$ cat config.mk
export PLATFORM = sky130hd
export DESIGN_NAME = branch_info_queue
export DESIGN_NICKNAME = d
export VERILOG_FILES = /design/src/rtl/branch_info_queue.sv
export SDC_FILE = /design/constraint.sdc
export NUM_CORES = 1
export LEC_CHECK = 0
export BUFFER_PORTS_ARGS = -buffer_cell sky130_fd_sc_hd__buf_2
export CORE_MARGIN = 2
export CORE_UTILIZATION = 40
export DETAILED_ROUTE_END_ITERATION = 10
export GPL_TIMING_DRIVEN = 0
export PLACE_DENSITY = 0.54
export SLEW_MARGIN = 40
export SYNTH_ARGS = -nofsm -noshare
export SYNTH_HDL_FRONTEND = slang
export SYNTH_SLANG_ARGS = --single-unit
$ cat constraint.sdc
create_clock -name clk -period 22.8 [get_ports clk]
set_clock_uncertainty 0.1 [all_clocks]
set_input_delay 3.42 -clock clk [delete_from_list [all_inputs] [get_ports clk]]
set_output_delay 3.42 -clock clk [all_outputs]
set_load 0.02 [all_outputs]
$ cat src/rtl/branch_info_queue.sv
// branch_info_queue
//   Circular queue of in-flight conditional branches. Fetch/dispatch allocates
//   an entry per branch, execute resolves it out of order by tag, and commit
//   retires the oldest entry in order. Each retirement produces a registered
//   PHT training update. A mispredicted retirement also produces a one-cycle
//   redirect and flushes the whole queue.
//
//   Optional build macro: BIQ_STATS_EN adds the commit and mispredict counters.
//
// Ports
//   clk, rst            clock; synchronous active-high reset
//   alloc_*             new branch in (pc/pred/target); alloc_ready, alloc_tag out
//   resolve_*           execute outcome for entry resolve_tag
//   head_resolved       oldest entry is valid and resolved
//   commit_valid        ROB retires the oldest branch
//   upd_w_en/pc/taken   registered predictor update pulse
//   mispredict          registered redirect pulse, with redirect_pc
//   stat_commits/stat_mispredicts   (BIQ_STATS_EN only) free-running counters
module branch_info_queue #(
  parameter int DEPTH = 8,
  parameter int TAG_W = $clog2(DEPTH)
) (
  input  logic             clk,
  input  logic             rst,
  input  logic             alloc_valid,
  output logic             alloc_ready,
  input  logic [31:0]      alloc_pc,
  input  logic             alloc_pred,
  input  logic [31:0]      alloc_target,
  output logic [TAG_W-1:0] alloc_tag,
  input  logic             resolve_valid,
  input  logic [TAG_W-1:0] resolve_tag,
  input  logic             resolve_taken,
  input  logic [31:0]      resolve_target,
  output logic             head_resolved,
  input  logic             commit_valid,
  output logic             upd_w_en,
  output logic [31:0]      upd_pc,
  output logic             upd_taken,
  output logic             mispredict,
  output logic [31:0]      redirect_pc
`ifdef BIQ_STATS_EN
  ,
  output logic [31:0]      stat_commits,
  output logic [31:0]      stat_mispredicts
`endif
);

  typedef struct packed {
    logic        valid;
    logic        resolved;
    logic [31:0] pc;
    logic        pred;
    logic [31:0] ptarget;
    logic        taken;
    logic [31:0] atarget;
  } ent_t;

  ent_t             q [DEPTH];
  logic [TAG_W-1:0] head, tail;
  logic [TAG_W:0]   count;

  ent_t hd;
  logic alloc_fire, commit_fire, hd_mis, flush;

  // All handshake outputs come from registered state only, so commit and
  // resolve never reach alloc_ready or head_resolved in the same cycle.
  assign hd            = q[head];
  assign alloc_ready   = (count != (TAG_W+1)'(DEPTH));
  assign alloc_tag     = tail;
  assign head_resolved = hd.valid && hd.resolved;

  assign alloc_fire  = alloc_valid && alloc_ready;
  assign commit_fire = commit_valid && head_resolved;
  assign hd_mis      = (hd.taken != hd.pred) || (hd.taken && (hd.atarget != hd.ptarget));
  // Every other entry is younger than the head, so a bad head drops everything.
  assign flush       = commit_fire && hd_mis;

  always_ff @(posedge clk) begin
    if (rst) begin
      for (int i = 0; i < DEPTH; i++) q[i] <= '0;
      head        <= '0;
      tail        <= '0;
      count       <= '0;
      upd_w_en    <= 1'b0;
      upd_pc      <= '0;
      upd_taken   <= 1'b0;
      mispredict  <= 1'b0;
      redirect_pc <= '0;
    end else begin
      upd_w_en   <= commit_fire;
      mispredict <= flush;
      if (commit_fire) begin
        upd_pc    <= hd.pc;
        upd_taken <= hd.taken;
      end
      if (flush) redirect_pc <= hd.taken ? hd.atarget : hd.pc + 32'd4;

      if (flush) begin
        for (int i = 0; i < DEPTH; i++) q[i].valid <= 1'b0;
        head  <= '0;
        tail  <= '0;
        count <= '0;
      end else begin
        if (resolve_valid && q[resolve_tag].valid) begin
          q[resolve_tag].resolved <= 1'b1;
          q[resolve_tag].taken    <= resolve_taken;
          q[resolve_tag].atarget  <= resolve_target;
        end
        // Placed after the resolve so a same-cycle re-resolve of the head
        // cannot keep a popped entry alive.
        if (commit_fire) begin
          q[head].valid <= 1'b0;
          head          <= head + TAG_W'(1);
        end
        // Alloc only fires when not full, so tail never aliases a live head.
        if (alloc_fire) begin
          q[tail] <= '{valid: 1'b1, resolved: 1'b0, pc: alloc_pc, pred: alloc_pred,
                       ptarget: alloc_target, taken: 1'b0, atarget: '0};
          tail    <= tail + TAG_W'(1);
        end
        case ({alloc_fire, commit_fire})
          2'b10:   count <= count + (TAG_W+1)'(1);
          2'b01:   count <= count - (TAG_W+1)'(1);
          default: count <= count;
        endcase
      end
    end
  end

`ifdef BIQ_STATS_EN
  always_ff @(posedge clk) begin
    if (rst) begin
      stat_commits     <= '0;
      stat_mispredicts <= '0;
    end else begin
      if (commit_fire) stat_commits     <= stat_commits + 32'd1;
      if (flush)       stat_mispredicts <= stat_mispredicts + 32'd1;
    end
  end
`endif

endmodule

==> impl_metrics.toml <==
[pwr]
finalPower_mw = 3.64
ir_drop_mv = 0.0579
leakage_nw = 16.9
powerDensity_nw_per_um2 = 76.0

[critical_path]
critPathArrivalTime_ns = 7.65
cp_max_fo = 13
critPathBufInv = 14
max_stage_delay_ns = 0.83
cp_cell_sequence = "buf_4, buf_6, buf_4, buf_4, buf_4, mux2i_2, xnor2_1, nand4_1, or4_1, o21a_1, buf_2, buf_6, buf_2, clkbuf_1, o21ai_4, buf_8, buf_8, buf_8, buf_8, buf_8"
cp-start-kind = "flip-flop"
cpMostUsedCell = "buf_8"
rrSetupSlack_ns = 15.43
cp_slowest_cell = "mux2i_2"
critical-path-top-delay-family = "buffers and inverters"
worstPathRequired_ns = 23.08
end_kind = "flip-flop"
path_class = "flip-flop to flip-flop"

[detailed_routing]
drc = 0
vias = 31335
route.antenna.remaining_nets = 0
drt_first_pass_iters = 6
drt_iter0_markers = 4238
post_drt_wl_per_cell_um = 32.7
wl_mm = 168
avgViaCountPerCell = 6.10

[finish]
postLayoutCellArea_um2 = 47900
nets = 3798
final.fill_count = 9344
area_growth_pct = 15.8
drive_gt1_share_pct = 20.7
utilization_pct = 46.9

[timing]
hold_violations = 0
hold_slack_ns = 0.387
totalNegativeSetupSlack_ns = 0
relSlewSlack_pct = 33.7
max_freq_mhz = 136
worst_slew_pin_slew_ns = 0.995
fin_crit_sh_pct = 32.3
finalMaxSlewViolations = 0
setup_viol = 0
period_minus_slack_ns = 7.37
rsz0062_at_grt = "no"

[run]
cap_violations = 0

[floorplanning]
fp.dieW_um = 326
start_util_pct = 40.5
die_h_um = 326
rows = 117
core_area_um2 = 102000
die_area_um2 = 106000
num_io_pins = 178

[clocking]
cts_repair_resize_count = 0
cts_tree = "yes"
cts_made_buffers = 99
clockBufferDepth = 3
cts-htree-levels = 3
clock-sinks = 880
cts_root_buf = "clkbuf_16"
clk_latency_ns = 0.70
cts_setup_buffers = 0
cts_hold_buf = 0
clkTransAtPathRegs_ns = 0.06

[placement]
placed_area_um2 = 44500
dpl.hpwl_mm = 118
numPortBuffers = 144
gp_congestion = 1.00

[yosys]
synth_area_leaders = "edfxtp_1 (38%), dfxtp_1 (17%), mux4_2 (10%), and2_1 (7.9%), o211ai_1 (5.5%)"
yosysWarnings = 0
ys_types = 67
synth_edf_count = 520
synth_area_um2 = 41400
synth_cells = 3403
yosysTopAreaCell = "edfxtp_1"
synth_top_area_share_pct = 37.7
ys_ff_latch = 880
synth.avg_cell_area_um2 = 12.2
synthTopCellsByCount = "and2_1 (525), edfxtp_1 (520), dfxtp_1 (360)"
async_flop_share_pct = 0
yosysSeqAreaShare_pct = 55.1
synth_most_common_cell = "and2_1"
syn-num-nets = 3516
ys.flop_type = "edfxtp_1"

[global_routing]
grt_usage_pct = 31.2
grt_pass1_wl_mm = 235
grt_max_degree = 29
grt_antenna_before_repair = 20
gr-total-overflow = 0
grt_pass1_vias = 30205

[hold_path]
hold_class = "flip-flop to flip-flop"

[outcome]
status = "finished, final reports clean"
==> per-stage QoR <==
step,cells,setup slack [ns]
2_1_floorplan,3403,13.11
3_3_place_gp,4915,5.79
3_5_place_dp,4952,15.66
4_1_cts,5135,15.62
5_1_grt,5135,15.45
6_report,5139,15.43
==> area by class of cell <==
| cell class | instances | area, um^2 | area share, % |
|---|---|---|---|
| multi-input combinational | 2157 | 16900 | 35.3 |
| buffer | 359 | 1780 | 3.72 |
| timing repair buffer | 181 | 1300 | 2.72 |
| clock buffer | 130 | 2820 | 5.88 |
| tap | 1368 | 1710 | 3.57 |
| inverter | 7 | 26.3 | 0.0548 |
| antenna | 4 | 10.0 | 0.0209 |
| clock inverter | 53 | 549 | 1.15 |
| sequential | 880 | 22800 | 47.6 |
==> flip-flops by register name, indices dropped and copies added, names as in the netlist, named ones only <==
| signal | flops |
|---|---|
| head | 3 |
| alloc_tag | 3 |
| count | 4 |
| redirect_pc | 32 |
| upd_w_en | 1 |
| q | 800 |
| upd_taken | 1 |
| mispredict | 1 |
| upd_pc | 32 |
==> placed cells by master, fill, tap and decap left out, types with 11 or more instances in the layout <==
cell / instances
a211oi_1: 30
a21oi_1: 278
a22o_1: 23
a22oi_1: 11
and2_1: 525
and3_1: 13
buf_12: 11
buf_2: 237
buf_4: 13
buf_6: 25
buf_8: 18
bufinv_16: 12
clkbuf_1: 162
clkbuf_16: 103
clkbuf_2: 78
clkbuf_8: 14
clkinv_1: 20
clkinv_2: 20
dfxtp_1: 360
edfxtp_1: 520
mux2i_1: 90
mux4_2: 183
nand2_1: 79
nand3_1: 252
nor2_1: 83
o211ai_1: 305
o21ai_0: 30
xnor2_1: 63
xor2_1: 37
==> routing by layer <==
metal / vias to the layer above / wire length [um] / global-route usage (%)
li1: 13280 / - / -
met1: 15882 / 67900 / 41.6
met2: 1769 / 73300 / 46.5
met3: 378 / 18200 / 9.17
met4: 26 / 8700 / 14.8
met5: - / 185 / 0
==> cells by family after synthesis <==
logic type      count (synthesis)  synth area share [%]
simple gates                 1042                  14.3
flops                         880                  55.1
compound gates                715                  11.2
buf+inv                       366                  4.35
mux                           293                  12.6
xor+xnor                      100                  2.12
fa+ha+maj                       7                 0.230
==> report_power, final <==
part	switching, mW	total, mW	leakage, nW	internal (mW)
Clock	0.683	1.68	1.67	1.00
Combinational	0.145	0.215	6.88	0.0701
Sequential	0.0148	1.75	8.31	1.73
==> final timing paths <==
check	startpoint	endpoint	cells after the start
max reg2reg	flip-flop	q[1][51]	20
min	redirect_pc[18]	redirect_pc[18]	1
min reg2reg	redirect_pc[18]	redirect_pc[18]	1
max	flip-flop	q[1][51]	20
No activity file was read; power rests on OpenSTA's default activity.
